File: config.mk
export PLATFORM = sky130hd
export DESIGN_NAME = vjtag_readback
export DESIGN_NICKNAME = d
export VERILOG_FILES = /design/src/rtl/vjtag_readback.sv
export SDC_FILE = /design/constraint.sdc
export NUM_CORES = 2
export LEC_CHECK = 0
export CAP_MARGIN = 20
export CORE_MARGIN = 2
export CORE_UTILIZATION = 56
export CTS_CLUSTER_DIAMETER = 150
export CTS_CLUSTER_SIZE = 30
export DETAILED_ROUTE_END_ITERATION = 7
export PLACE_DENSITY = 0.85
export SLEW_MARGIN = 20
export SYNTH_ARGS = -nofsm -noshare
export SYNTH_HDL_FRONTEND = slang
export SYNTH_SLANG_ARGS = --single-unit
File: constraint.sdc
create_clock -name tck -period 3.5 [get_ports tck]
set_input_delay 0.35 -clock tck [delete_from_list [all_inputs] [get_ports tck]]
set_output_delay 0.35 -clock tck [all_outputs]
set_load 0.02 [all_outputs]
File: src/rtl/vjtag_readback.sv
// Virtual-JTAG readback transmitter: snapshots a fabric word and shifts it out LSB-first on tdo
// while the host scans the DR under IR READ. Define VJTAG_RB_HEADER_EN to prepend an 8-bit header.
module vjtag_readback #(
  parameter int W  = 491,
  parameter int CW = 10
) (
  input  logic         tck,
  input  logic         aclr,
  input  logic [2:0]   ir_in,
  input  logic         v_cdr,
  input  logic         v_sdr,
  input  logic         v_udr,
  input  logic         tdi,
  input  logic [W-1:0] in_data,
  input  logic         in_valid,
  output logic         in_ack,
  output logic         tdo,
  output logic         rd_done,
  output logic         rd_short,
  output logic         busy
);

  localparam logic [2:0] IR_READ = 3'b010;
`ifdef VJTAG_RB_HEADER_EN
  localparam int L = W + 8;
`else
  localparam int L = W;
`endif

  typedef enum logic [1:0] {IDLE, LOADED, SHIFT} state_t;

  state_t         state, state_nx;
  logic [W-1:0]   snap;
  logic           fresh;
  logic [L-1:0]   sr;
  logic [L-1:0]   frame;
  logic           byp;
  logic [CW-1:0]  bcnt;
  logic [3:0]     seq;

  logic is_read, capture, accept, shift_en, update, abandon, full;

  assign is_read  = (ir_in == IR_READ);
  assign capture  = v_cdr && is_read && (state != SHIFT);
  // Ack is a registered pulse, so a source still holding in_valid during the ack
  // cycle must not be accepted a second time.
  assign accept   = in_valid && !capture && (state != SHIFT) && !in_ack;
  assign shift_en = v_sdr && is_read && (state == SHIFT);
  assign update   = v_udr && is_read && (state == SHIFT);
  assign abandon  = v_cdr && !is_read && (state == SHIFT);
  assign full     = (bcnt >= CW'(L));

`ifdef VJTAG_RB_HEADER_EN
  assign frame = {snap, fresh, 3'b101, seq};
`else
  assign frame = snap;
`endif

  assign tdo = is_read ? sr[0] : byp;

  // NOTE: every variable in a combinational block gets a default first, otherwise
  // paths that skip an assignment infer a latch.
  always_comb begin
    state_nx = state;
    case (state)
      IDLE, LOADED: begin
        if (capture)     state_nx = SHIFT;
        else if (accept) state_nx = LOADED;
      end
      SHIFT: begin
        if (update)       state_nx = (full || !fresh) ? IDLE : LOADED;
        else if (abandon) state_nx = fresh ? LOADED : IDLE;
      end
      default: state_nx = IDLE;
    endcase
  end

  // NOTE: sequential state uses non-blocking assignments only, so every flop samples
  // pre-edge values regardless of statement order. snap and sr are flops rather than
  // a memory, so they take the clear along with the control state.
  always_ff @(posedge tck) begin
    if (aclr) begin
      state    <= IDLE;
      snap     <= '0;
      fresh    <= 1'b0;
      sr       <= '0;
      byp      <= 1'b0;
      bcnt     <= '0;
      seq      <= '0;
      in_ack   <= 1'b0;
      rd_done  <= 1'b0;
      rd_short <= 1'b0;
      busy     <= 1'b0;
    end else begin
      state    <= state_nx;
      busy     <= (state_nx == SHIFT);
      byp      <= tdi;
      in_ack   <= accept;
      rd_done  <= update && full;
      rd_short <= update && !full;

      if (accept) begin
        snap  <= in_data;
        fresh <= 1'b1;
      end

      if (update && full) begin
        fresh <= 1'b0;
        seq   <= seq + 4'd1;
      end

      if (capture) begin
        sr   <= frame;
        bcnt <= '0;
      end else if (shift_en) begin
        sr <= {tdi, sr[L-1:1]};
        if (bcnt != '1) bcnt <= bcnt + 1'b1;
      end
    end
  end

endmodule

==> impl_metrics.yaml <==
place:
  dp_hpwl_um: 62890
  placed_cell_area_um2: 43970
  io_buffers: 505
  finalWeightedCongestion: 0.8195
synthesis:
  synthesis.area_um2: 38380
  yosys.cell_types.count: 37
  synth_edf_count: 0
  async_flop_share_pct: 0
  yosysSeqAreaShare_pct: 52.17
  synth_area_per_cell_um2: 7.754
  yosysWarnings: 0
  ys_top_cells_by_area: "dfxtp_1 (52%), nand2_1 (19%), a311oi_1 (11%)"
  synth_top_cell_area_share_pct: 52.17
  syn_inst: 4949
  synth_top_cell_by_area: "dfxtp_1"
  synth_ff_type: "dfxtp_1"
  syn_nets: 5451
  synth.ff_latch_count: 1000
sta:
  setup_viol: 0
  final_max_slew_viol_count: 0
  slew_headroom_pct: 46.33
  rsz0062_at_grt: "no"
  tightest_slew_ns: 0.8050
  max_freq_mhz: 351.3
  finalCritPeriodShare_pct: 81.34
  setup_tns_ns: 0
  period_minus_slack_ns: 2.847
  holdWs_ns: 0.2794
  skew_ns: 0.02264
  final-hold-violation-count: 0
routing:
  detail-route-antenna-nets: 0
  drt_iter0_drc: 3432
  wire_per_inst_um: 15.80
  drc_errors: 0
  vias_per_cell: 5.687
  dr.pass1.iters: 6
  vias: 34310
  drt-total-wl_um: 95340
clock_network:
  cts_setup_buffers: 0
  cts_num_sinks: 1000
  clk_latency_ns: 0.60
  htree_levels: 2
  cts_max_path_buffers: 3
  ctsHoldBuffers: 0
  cts_buffers: 39
  cts.clk_slew.worst_paths_ns: 0.11
  cts_tree: "done"
  cts_root_buffer: "clkbuf_16"
  cts_resized: 0
floorplan:
  die_width_um: 265.8
  dieArea_um2: 70640
  io-pin-count: 506
  initial_core_util_pct: 56.84
  die_h_um: 265.8
  core_um2: 67510
  rows: 95
worst_setup_path:
  crit_type: "primary input to output pin"
  crit_path_start_kind: "primary input"
  r2r_cells: 6
  end_kind: "output pin"
  required_ns: 3.15
  crit_fanout: 5
  crit_arrival_ns: 2.50
cells_and_area:
  final_nets: 5662
  drive_gt1_share_pct: 2.984
  n_antenna_cell: 0
  areaGrowthSynthToFinish_pct: 17.30
  final_area_um2: 45010
power:
  power_uw: 19810
  ir_drop_v: 0.0003866
  leakagePower_uw: 0.01619
  p_per_area_nw_per_um2: 440.1
min_path:
  hp-class: "primary input to flip-flop"
  hold_depth: 2
global_routing:
  grt_max_degree: 164
  track_usage_pct: 26.01
  grt_pass1_wl_um: 155600
  antenna_found_initial: 0
  overflow: 0
  grt_pass1_vias: 31960
flow_run:
  drv_cap: 0
run_status:
  status: "finished clean"
[critical path, cell delays in order]
cell             delay, ns
clkdlybuf4s50_1       0.47
nor3b_2               0.63
mux2_2                0.47
clkdlybuf4s50_1       0.57
[metal layers]
metal / vias to the layer above / share of wire [%] / GRT usage [%]
li1: 16970 / - / -
met1: 16170 / 44 / 35.41
met2: 1034 / 48 / 43.72
met3: 137 / 5.6 / 3.050
met4: 0 / 2.4 / 7.303
met5: - / 0 / 0
[sequential cells by signal, summed over array words and instances, names as in the netlist]
name	flops
bcnt	10
busy	1
byp	1
frame	491
fresh	1
in_ack	1
rd_done	1
rd_short	1
sr	491
state	2
[layout by cell type, fill, tap and decap left out, types with 2 or more instances in the layout]
cell type / n
dfxtp_1: 1000
o21ai_0: 3
nand2b_1: 5
nor2b_1: 2
mux2i_1: 5
or4_1: 2
and3_1: 3
clkbuf_16: 41
clkdlybuf4s50_1: 504
o21a_1: 2
buf_4: 61
a21oi_1: 507
a22oi_1: 7
buf_12: 42
inv_1: 2
nand2_1: 1959
nand4_1: 4
nand3_1: 11
a211oi_1: 2
a311oi_1: 486
nor2_1: 491
a41oi_1: 2
[synthesized netlist by cell type, types with 2 or more instances]
cell / instances
buf_4: 30
o21ai_0: 3
nand2b_1: 5
dfxtp_1: 1000
buf_2: 92
mux2i_1: 5
nand2_1: 1960
a311oi_1: 486
a21oi_1: 507
nor2b_1: 2
nand3_1: 12
and4_1: 2
or4_1: 2
nand4_1: 4
inv_1: 2
a211oi_1: 2
buf_1: 3
and3_1: 4
a41oi_1: 2
buf_6: 2
a22oi_1: 7
o21a_1: 2
nor2_1: 491
clkbuf_1: 311
[final timing paths]
kind              startpoint         end  slack, ns
hold reg to reg       sr[28]      sr[27]       0.46
setup / recovery    ir_in[0]         tdo       0.65
hold / removal          aclr  frame[320]       0.28
setup reg to reg    state[1]     sr[107]       1.38
[power by group]
part           total (uW)  switching (uW)  internal [uW]
registers           12200             308          11900
logic                2060            1090            976
clock network        5520            3380           2140
[cell families (layout without fill, tap and decap cells)]
logic type               count (synthesis)  in the layout  synth area share (%)
flip-flops                            1000           1000                 52.17
buffers and inverters                  440            652                 4.936
multiplexers                             6              6                0.1598
adder cells (fa/ha/maj)                  1              1               0.03260
AO/OA/AOI/OAI                         1012           1012                 18.07
AND/OR/NAND/NOR                       2490           2490                 24.64
[stage by stage]
stage | std cells | util [%] | setup WS [ns]
after global placement | 5992 | 65.12 | 0.5792
final | 6034 | 66.67 | 0.6531
after CTS | 6034 | 66.67 | 0.6375
after floorplan | 4949 | - | 1.817
after detailed placement | 5992 | 65.12 | 0.4440
after global routing | 6034 | 66.67 | 0.5805
[final cells by class]
class,instances,area [um2]
fillers,5485,22500
flip-flops and latches,1000,20020
multi-input cells,3509,16490
repair buffers,608,6359
well taps,873,1092
clock buffers,41,1026
clock inverters,1,20.02
inverters,2,7.507
Power figures use the tool's default switching activity.
